File: config.mk
export PLATFORM = sky130hd
export DESIGN_NAME = morse_tx
export DESIGN_NICKNAME = d
export VERILOG_FILES = /design/src/rtl/morse_pkg.sv /design/src/rtl/morse_unit_tick.sv /design/src/rtl/morse_tx.sv
export SDC_FILE = /design/constraint.sdc
export NUM_CORES = 1
export LEC_CHECK = 0
export CELL_PAD_IN_SITES_DETAIL_PLACEMENT = 0
export CELL_PAD_IN_SITES_GLOBAL_PLACEMENT = 1
export CORE_ASPECT_RATIO = 1.2
export CORE_MARGIN = 5
export CORE_UTILIZATION = 30
export DETAILED_ROUTE_END_ITERATION = 12
export PLACE_DENSITY = 0.57
export SLEW_MARGIN = 20
export SYNTH_ARGS = -nofsm -noshare
export SYNTH_HDL_FRONTEND = slang
export SYNTH_SLANG_ARGS = --single-unit
File: constraint.sdc
create_clock -name clock50 -period 2.3 [get_ports clock50]
set_clock_uncertainty 0.1 [all_clocks]
set_input_delay 0.345 -clock clock50 [delete_from_list [all_inputs] [get_ports clock50]]
set_output_delay 0.345 -clock clock50 [all_outputs]
set_load 0.005 [all_outputs]
File: src/rtl/morse_pkg.sv
// Shared Morse definitions: FSM state codes, letter codes, element timing and the A..Z keying table.
package morse_pkg;

    localparam int unsigned LETTER_W     = 5;
    localparam int unsigned LEN_W        = 3;
    localparam int unsigned PAT_W        = 4;
    localparam int unsigned IDX_W        = 2;
    localparam int unsigned UNITS_W      = 2;
    localparam int unsigned LETTER_COUNT = 26;

    localparam int unsigned DOT_UNITS        = 1;
    localparam int unsigned DASH_UNITS       = 3;
    localparam int unsigned ELEM_GAP_UNITS   = 1;
    localparam int unsigned LETTER_GAP_UNITS = 3;

    typedef enum logic [1:0] {
        ST_IDLE  = 2'b00,
        ST_MARK  = 2'b01,
        ST_SPACE = 2'b10,
        ST_LGAP  = 2'b11
    } state_t;

    // len = element count 1..4; pat is MSB-first, 1 = dash, unused low bits are 0
    typedef struct packed {
        logic [LEN_W-1:0] len;
        logic [PAT_W-1:0] pat;
    } morse_code_t;

    localparam logic [LETTER_W-1:0] LTR_A = 5'd0;
    localparam logic [LETTER_W-1:0] LTR_B = 5'd1;
    localparam logic [LETTER_W-1:0] LTR_C = 5'd2;
    localparam logic [LETTER_W-1:0] LTR_D = 5'd3;
    localparam logic [LETTER_W-1:0] LTR_E = 5'd4;
    localparam logic [LETTER_W-1:0] LTR_F = 5'd5;
    localparam logic [LETTER_W-1:0] LTR_G = 5'd6;
    localparam logic [LETTER_W-1:0] LTR_H = 5'd7;
    localparam logic [LETTER_W-1:0] LTR_I = 5'd8;
    localparam logic [LETTER_W-1:0] LTR_J = 5'd9;
    localparam logic [LETTER_W-1:0] LTR_K = 5'd10;
    localparam logic [LETTER_W-1:0] LTR_L = 5'd11;
    localparam logic [LETTER_W-1:0] LTR_M = 5'd12;
    localparam logic [LETTER_W-1:0] LTR_N = 5'd13;
    localparam logic [LETTER_W-1:0] LTR_O = 5'd14;
    localparam logic [LETTER_W-1:0] LTR_P = 5'd15;
    localparam logic [LETTER_W-1:0] LTR_Q = 5'd16;
    localparam logic [LETTER_W-1:0] LTR_R = 5'd17;
    localparam logic [LETTER_W-1:0] LTR_S = 5'd18;
    localparam logic [LETTER_W-1:0] LTR_T = 5'd19;
    localparam logic [LETTER_W-1:0] LTR_U = 5'd20;
    localparam logic [LETTER_W-1:0] LTR_V = 5'd21;
    localparam logic [LETTER_W-1:0] LTR_W = 5'd22;
    localparam logic [LETTER_W-1:0] LTR_X = 5'd23;
    localparam logic [LETTER_W-1:0] LTR_Y = 5'd24;
    localparam logic [LETTER_W-1:0] LTR_Z = 5'd25;

    function automatic morse_code_t morse_lookup(input logic [LETTER_W-1:0] code);
        morse_code_t res;
        res = '0;
        case (code)
            LTR_A: res = '{len: 3'd2, pat: 4'b0100};
            LTR_B: res = '{len: 3'd4, pat: 4'b1000};
            LTR_C: res = '{len: 3'd4, pat: 4'b1010};
            LTR_D: res = '{len: 3'd3, pat: 4'b1000};
            LTR_E: res = '{len: 3'd1, pat: 4'b0000};
            LTR_F: res = '{len: 3'd4, pat: 4'b0010};
            LTR_G: res = '{len: 3'd3, pat: 4'b1100};
            LTR_H: res = '{len: 3'd4, pat: 4'b0000};
            LTR_I: res = '{len: 3'd2, pat: 4'b0000};
            LTR_J: res = '{len: 3'd4, pat: 4'b0111};
            LTR_K: res = '{len: 3'd3, pat: 4'b1010};
            LTR_L: res = '{len: 3'd4, pat: 4'b0100};
            LTR_M: res = '{len: 3'd2, pat: 4'b1100};
            LTR_N: res = '{len: 3'd2, pat: 4'b1000};
            LTR_O: res = '{len: 3'd3, pat: 4'b1110};
            LTR_P: res = '{len: 3'd4, pat: 4'b0110};
            LTR_Q: res = '{len: 3'd4, pat: 4'b1101};
            LTR_R: res = '{len: 3'd3, pat: 4'b0100};
            LTR_S: res = '{len: 3'd3, pat: 4'b0000};
            LTR_T: res = '{len: 3'd1, pat: 4'b1000};
            LTR_U: res = '{len: 3'd3, pat: 4'b0010};
            LTR_V: res = '{len: 3'd4, pat: 4'b0001};
            LTR_W: res = '{len: 3'd3, pat: 4'b0110};
            LTR_X: res = '{len: 3'd4, pat: 4'b1001};
            LTR_Y: res = '{len: 3'd4, pat: 4'b1011};
            LTR_Z: res = '{len: 3'd4, pat: 4'b1100};
            default: res = '0;
        endcase
        return res;
    endfunction

endpackage

File: src/rtl/morse_unit_tick.sv
// Morse unit divider: free-running 0..UNIT_CYCLES-1 counter with synchronous clear and a
// combinational tick in the last cycle of each unit.
module morse_unit_tick #(
    parameter int unsigned UNIT_CYCLES = 5000000
) (
    input  logic clock50,
    input  logic reset,
    input  logic clear,
    input  logic enable,
    output logic tick_c
);

    localparam int unsigned CNT_W = (UNIT_CYCLES > 2) ? $clog2(UNIT_CYCLES) : 1;
    localparam logic [CNT_W-1:0] CNT_LAST = CNT_W'(UNIT_CYCLES - 1);

    logic [CNT_W-1:0] count;

    assign tick_c = (count == CNT_LAST);

    always_ff @(posedge clock50 or negedge reset) begin
        if (!reset) begin
            count <= '0;
        end else if (clear) begin
            count <= '0;
        end else if (enable) begin
            count <= tick_c ? '0 : count + CNT_W'(1);
        end
    end

endmodule

File: src/rtl/morse_tx.sv
// Morse transmitter: accepts one letter code per start/busy handshake and keys it out on tx
// with unit-based mark, element-gap and letter-gap timing.
module morse_tx
    import morse_pkg::*;
#(
    parameter int unsigned UNIT_CYCLES = 5000000
) (
    input  logic                clock50,
    input  logic                reset,
    input  logic                start,
    input  logic [LETTER_W-1:0] letter,
    output logic                busy,
    output logic                done,
    output logic                err,
    output logic                tx,
    output logic [1:0]          state_led
);

    state_t              state, state_n;
    logic [LEN_W-1:0]    len_q, len_n;
    logic [PAT_W-1:0]    pat_q, pat_n;
    logic [IDX_W-1:0]    idx_q, idx_n;
    logic [UNITS_W-1:0]  units_q, units_n;
    logic                tx_n, busy_n, done_n, err_n;

    logic                accept_c;
    logic                tick_c;
    morse_code_t         code_c;
    logic [PAT_W-1:0]    pat_sh_c;
    logic [UNITS_W-1:0]  mark_last_c;
    logic                last_elem_c;

    morse_unit_tick #(
        .UNIT_CYCLES(UNIT_CYCLES)
    ) u_tick (
        .clock50(clock50),
        .reset  (reset),
        .clear  (accept_c),
        .enable (state != ST_IDLE),
        .tick_c (tick_c)
    );

    // Current element sits in the MSB of the pattern shifted by the element index
    assign pat_sh_c    = pat_q << idx_q;
    assign mark_last_c = pat_sh_c[PAT_W-1] ? UNITS_W'(DASH_UNITS - 1) : UNITS_W'(DOT_UNITS - 1);
    assign last_elem_c = (LEN_W'(idx_q) >= (len_q - LEN_W'(1)));
    assign state_led   = state;

    always_comb begin
        state_n  = state;
        len_n    = len_q;
        pat_n    = pat_q;
        idx_n    = idx_q;
        units_n  = units_q;
        accept_c = 1'b0;
        done_n   = 1'b0;
        err_n    = 1'b0;
        code_c   = morse_lookup(letter);

        case (state)
            ST_IDLE: begin
                if (start) begin
                    if (letter < LETTER_W'(LETTER_COUNT)) begin
                        accept_c = 1'b1;
                        len_n    = code_c.len;
                        pat_n    = code_c.pat;
                        idx_n    = '0;
                        units_n  = '0;
                        state_n  = ST_MARK;
                    end else begin
                        err_n = 1'b1;
                    end
                end
            end
            ST_MARK: begin
                if (tick_c) begin
                    if (units_q == mark_last_c) begin
                        units_n = '0;
                        state_n = last_elem_c ? ST_LGAP : ST_SPACE;
                    end else begin
                        units_n = units_q + UNITS_W'(1);
                    end
                end
            end
            ST_SPACE: begin
                if (tick_c) begin
                    if (units_q == UNITS_W'(ELEM_GAP_UNITS - 1)) begin
                        units_n = '0;
                        idx_n   = idx_q + IDX_W'(1);
                        state_n = ST_MARK;
                    end else begin
                        units_n = units_q + UNITS_W'(1);
                    end
                end
            end
            ST_LGAP: begin
                if (tick_c) begin
                    if (units_q == UNITS_W'(LETTER_GAP_UNITS - 1)) begin
                        units_n = '0;
                        done_n  = 1'b1;
                        state_n = ST_IDLE;
                    end else begin
                        units_n = units_q + UNITS_W'(1);
                    end
                end
            end
            default: state_n = ST_IDLE;
        endcase

        tx_n   = (state_n == ST_MARK);
        busy_n = (state_n != ST_IDLE);
    end

    always_ff @(posedge clock50 or negedge reset) begin
        if (!reset) begin
            state   <= ST_IDLE;
            len_q   <= '0;
            pat_q   <= '0;
            idx_q   <= '0;
            units_q <= '0;
            tx      <= 1'b0;
            busy    <= 1'b0;
            done    <= 1'b0;
            err     <= 1'b0;
        end else begin
            state   <= state_n;
            len_q   <= len_n;
            pat_q   <= pat_n;
            idx_q   <= idx_n;
            units_q <= units_n;
            tx      <= tx_n;
            busy    <= busy_n;
            done    <= done_n;
            err     <= err_n;
        end
    end

endmodule

==> metrics.txt <==
largest area contributor in the netlist=dfrtp_1; Avg WL per Cell=15.1 µm; Vias=2,492; multi-input logic area=1640 µm²; Async S/R FF share, synth=100%; EDFF count, synth=0; GRT Total Usage=13.9%; number of global-route vias before repair=2,530; Slew @ Worst Pin=0.543 ns; WP data arrival=2.39 ns; final wirelength=7.41 mm; chip height=115 µm; P_leak=0.00148 µW; CTS sink count=40; root buf cell=clkbuf_8; Synth top area share=36.5%; CTS max path bufs=2; Remaining Overflow, GRT=0; layout cell share with drive strength beyond 1=21.8%; violated checks=negative setup slack; status=finished with violations; Port Buf Inserts=13; startpoint types=flop; hold endpoint=pat_q[1]$_DFFE_PN0P_; Cells after Synth=310; Worst-path clk slew=0.08 ns; DRC errors left=0; Avg Cell Area, Syn=8.84 µm²; initial antenna violation count=0; Critical Path RT=2.38 ns; H-tree lvl count=2; DP HPWL=5.69 mm; Via density=5.08; Post-synth top cells=dfrtp_1, nand2_1, o21ai_0, a21oi_1, nor2_1; CTS buffer count=5; fin crit period=2.31 ns; first-pass GRT wire length=12.5 mm; Critical R2R Launch=u_tick.count[13]$_DFFE_PN0P_; Die X=97.2 µm; Ys Warns=0; worst vdd ir=416 µV; 1st-iter DRT viols=116; worst reg-to-reg path cell count=6; Final ANT Viol Nets=0; Final Cell Area=3510 µm²; Fin. Hold Viols=0; Antenna Cells=0; Critical Path End Type=flop; Synthesized Nets=332; largest net degree at the start of global routing=24; RSZ-0062 raised after global routing=true; Area contributors post-synth=dfrtp_1, ha_1, o21ai_0; Main synth FF type=dfrtp_1; fillcell total=936; FF+latch count, synth=40; Core Box Area=8990 µm²; final setup vio count=2; CTS tree=done; Crit Path Max Fanout=3; # rows=38; Crit Path Category=reg2reg; RD Place Congestion=0.793; Fin Hold WS=0.386 ns; iteration count of the initial detailed-routing pass=5; final worst slack=-0.00987 ns; sequential fraction of the synthesis area=36.5%; most frequent cell after synthesis=dfrtp_1; maxcap violations=0; I/O pin cnt=14; Max Slew Vio Count=0; Final period util=100%; Max Freq=433 MHz; layout net count=392; Initial Util=30.5%; Rel. slew slack=63.8%; R2R setup slack=-0.01 ns; synthesized cell area=2740 µm²; Skew-Pair Late Insertion Delay=0.29 ns; HP Start=pat_q[1]$_DFFE_PN0P_; sequential cell area=1000 µm²; pwr/cell area=864 nW/µm²; worst hold path class=reg2reg; Synth-to-Final Area Change=28.3%; DP Area=3370 µm²; distinct cell type count of the synthesized netlist=55; Die Area=11,100 µm²; hold path cells=2; r2r endpoint=idx_q[1]$_DFFE_PN0P_
## stage by stage
step / util [%] / setup slack [ns] / instances / setup TNS, ns / total power, µW
final: 39.1 / -0.00987 / 491 / -0.0124 / 3040
after CTS: 38.8 / 0.00149 / 491 / 0 / 3060
after floorplan: - / -0.0388 / 310 / -0.0388 / 2000
after global routing: 39.1 / -0.0805 / 491 / -0.419 / 3310
after detailed placement: 37.6 / -0.0912 / 481 / -0.239 / 2520
after global placement: 37.6 / -0.0821 / 481 / -0.141 / 2510
## cell usage in the layout, fill, tap and decap left out, types with 3 or more instances in the layout
cell,instances
ha_1,14
clkdlybuf4s50_1,12
nand2_1,36
a21oi_1,19
mux4_2,4
nor3_1,4
o21ai_0,28
nand4_1,4
nand2b_1,3
nand3b_1,4
dfrtp_1,40
xnor2_1,3
inv_1,17
a211oi_1,4
nor4_1,4
clkbuf_8,6
or3_1,8
mux2i_1,7
xor2_1,4
nand3_1,14
and3_1,4
o211ai_1,4
buf_4,51
a31oi_1,11
nor2_1,19
## critical path: stages, from the launching register on
cell and delay (ns):
dfrtp_1 0.39, or4_4 0.57, or4_4 0.46, buf_4 0.17, nor3_1 0.22, mux2i_1 0.21
o2bb2ai_1 0.08
## how the worst max path moves through the flow
stage | from | to | cells past startpoint
2_1_floorplan | u_tick.count[12]$_DFFE_PN0P_ | busy$_DFF_PN0_ | 5
3_3_place_gp | u_tick.count[12]$_DFFE_PN0P_ | idx_q[0]$_DFFE_PN0P_ | 6
3_5_place_dp | u_tick.count[12]$_DFFE_PN0P_ | idx_q[0]$_DFFE_PN0P_ | 6
4_1_cts | u_tick.count[13]$_DFFE_PN0P_ | busy$_DFF_PN0_ | 5
5_1_grt | u_tick.count[13]$_DFFE_PN0P_ | busy$_DFF_PN0_ | 5
6_report | u_tick.count[13]$_DFFE_PN0P_ | idx_q[1]$_DFFE_PN0P_ | 6
## cell type report
type / instances / share of cell area, %
sequential: 40 / 28.5
inverter: 17 / 1.82
timing repair buffer: 68 / 16.2
clock buffer: 8 / 2.56
tap: 120 / 4.27
multi-input combinational: 238 / 46.7
## sequential cells by signal, summed over array words and instances (netlist names)
signal        cells
units_q           2
err               1
state_led         2
busy              1
u_tick.count     23
pat_q             4
done              1
len_q             3
tx                1
idx_q             2
## cell families after synthesis
kind of cell    synth area share [%]
simple gates                    23.5
compound gates                  20.3
fa+ha+maj                       6.40
buf+inv                         4.75
mux                             6.26
flops                           36.5
xor+xnor                        2.24
## repair_timing
item / in CTS / in global routing
gates resized for setup: 2 / 4
endpoints found under the hold margin: 20 / 0
endpoints found under the setup margin: 8 / 10
hold buffers: 1 / 0
buffers inserted: 1 / 0
pin swaps: 3 / 1
## metal layers
layer  global-route usage, %  part of all wire (%)
met2                    25.0                    51
met3                    1.95                   3.3
met5                       0                     0
met4                    3.88                  0.74
met1                    17.5                    45
## report_power, final
| group | total, µW | internal [µW] | switching [µW] | leakage, µW |
|---|---|---|---|---|
| Clock | 495 | 245 | 249 | 0.0000455 |
| Sequential | 1250 | 986 | 267 | 0.000486 |
| Combinational | 1290 | 648 | 640 | 0.000953 |
No activity file was read; power rests on OpenSTA's default activity.
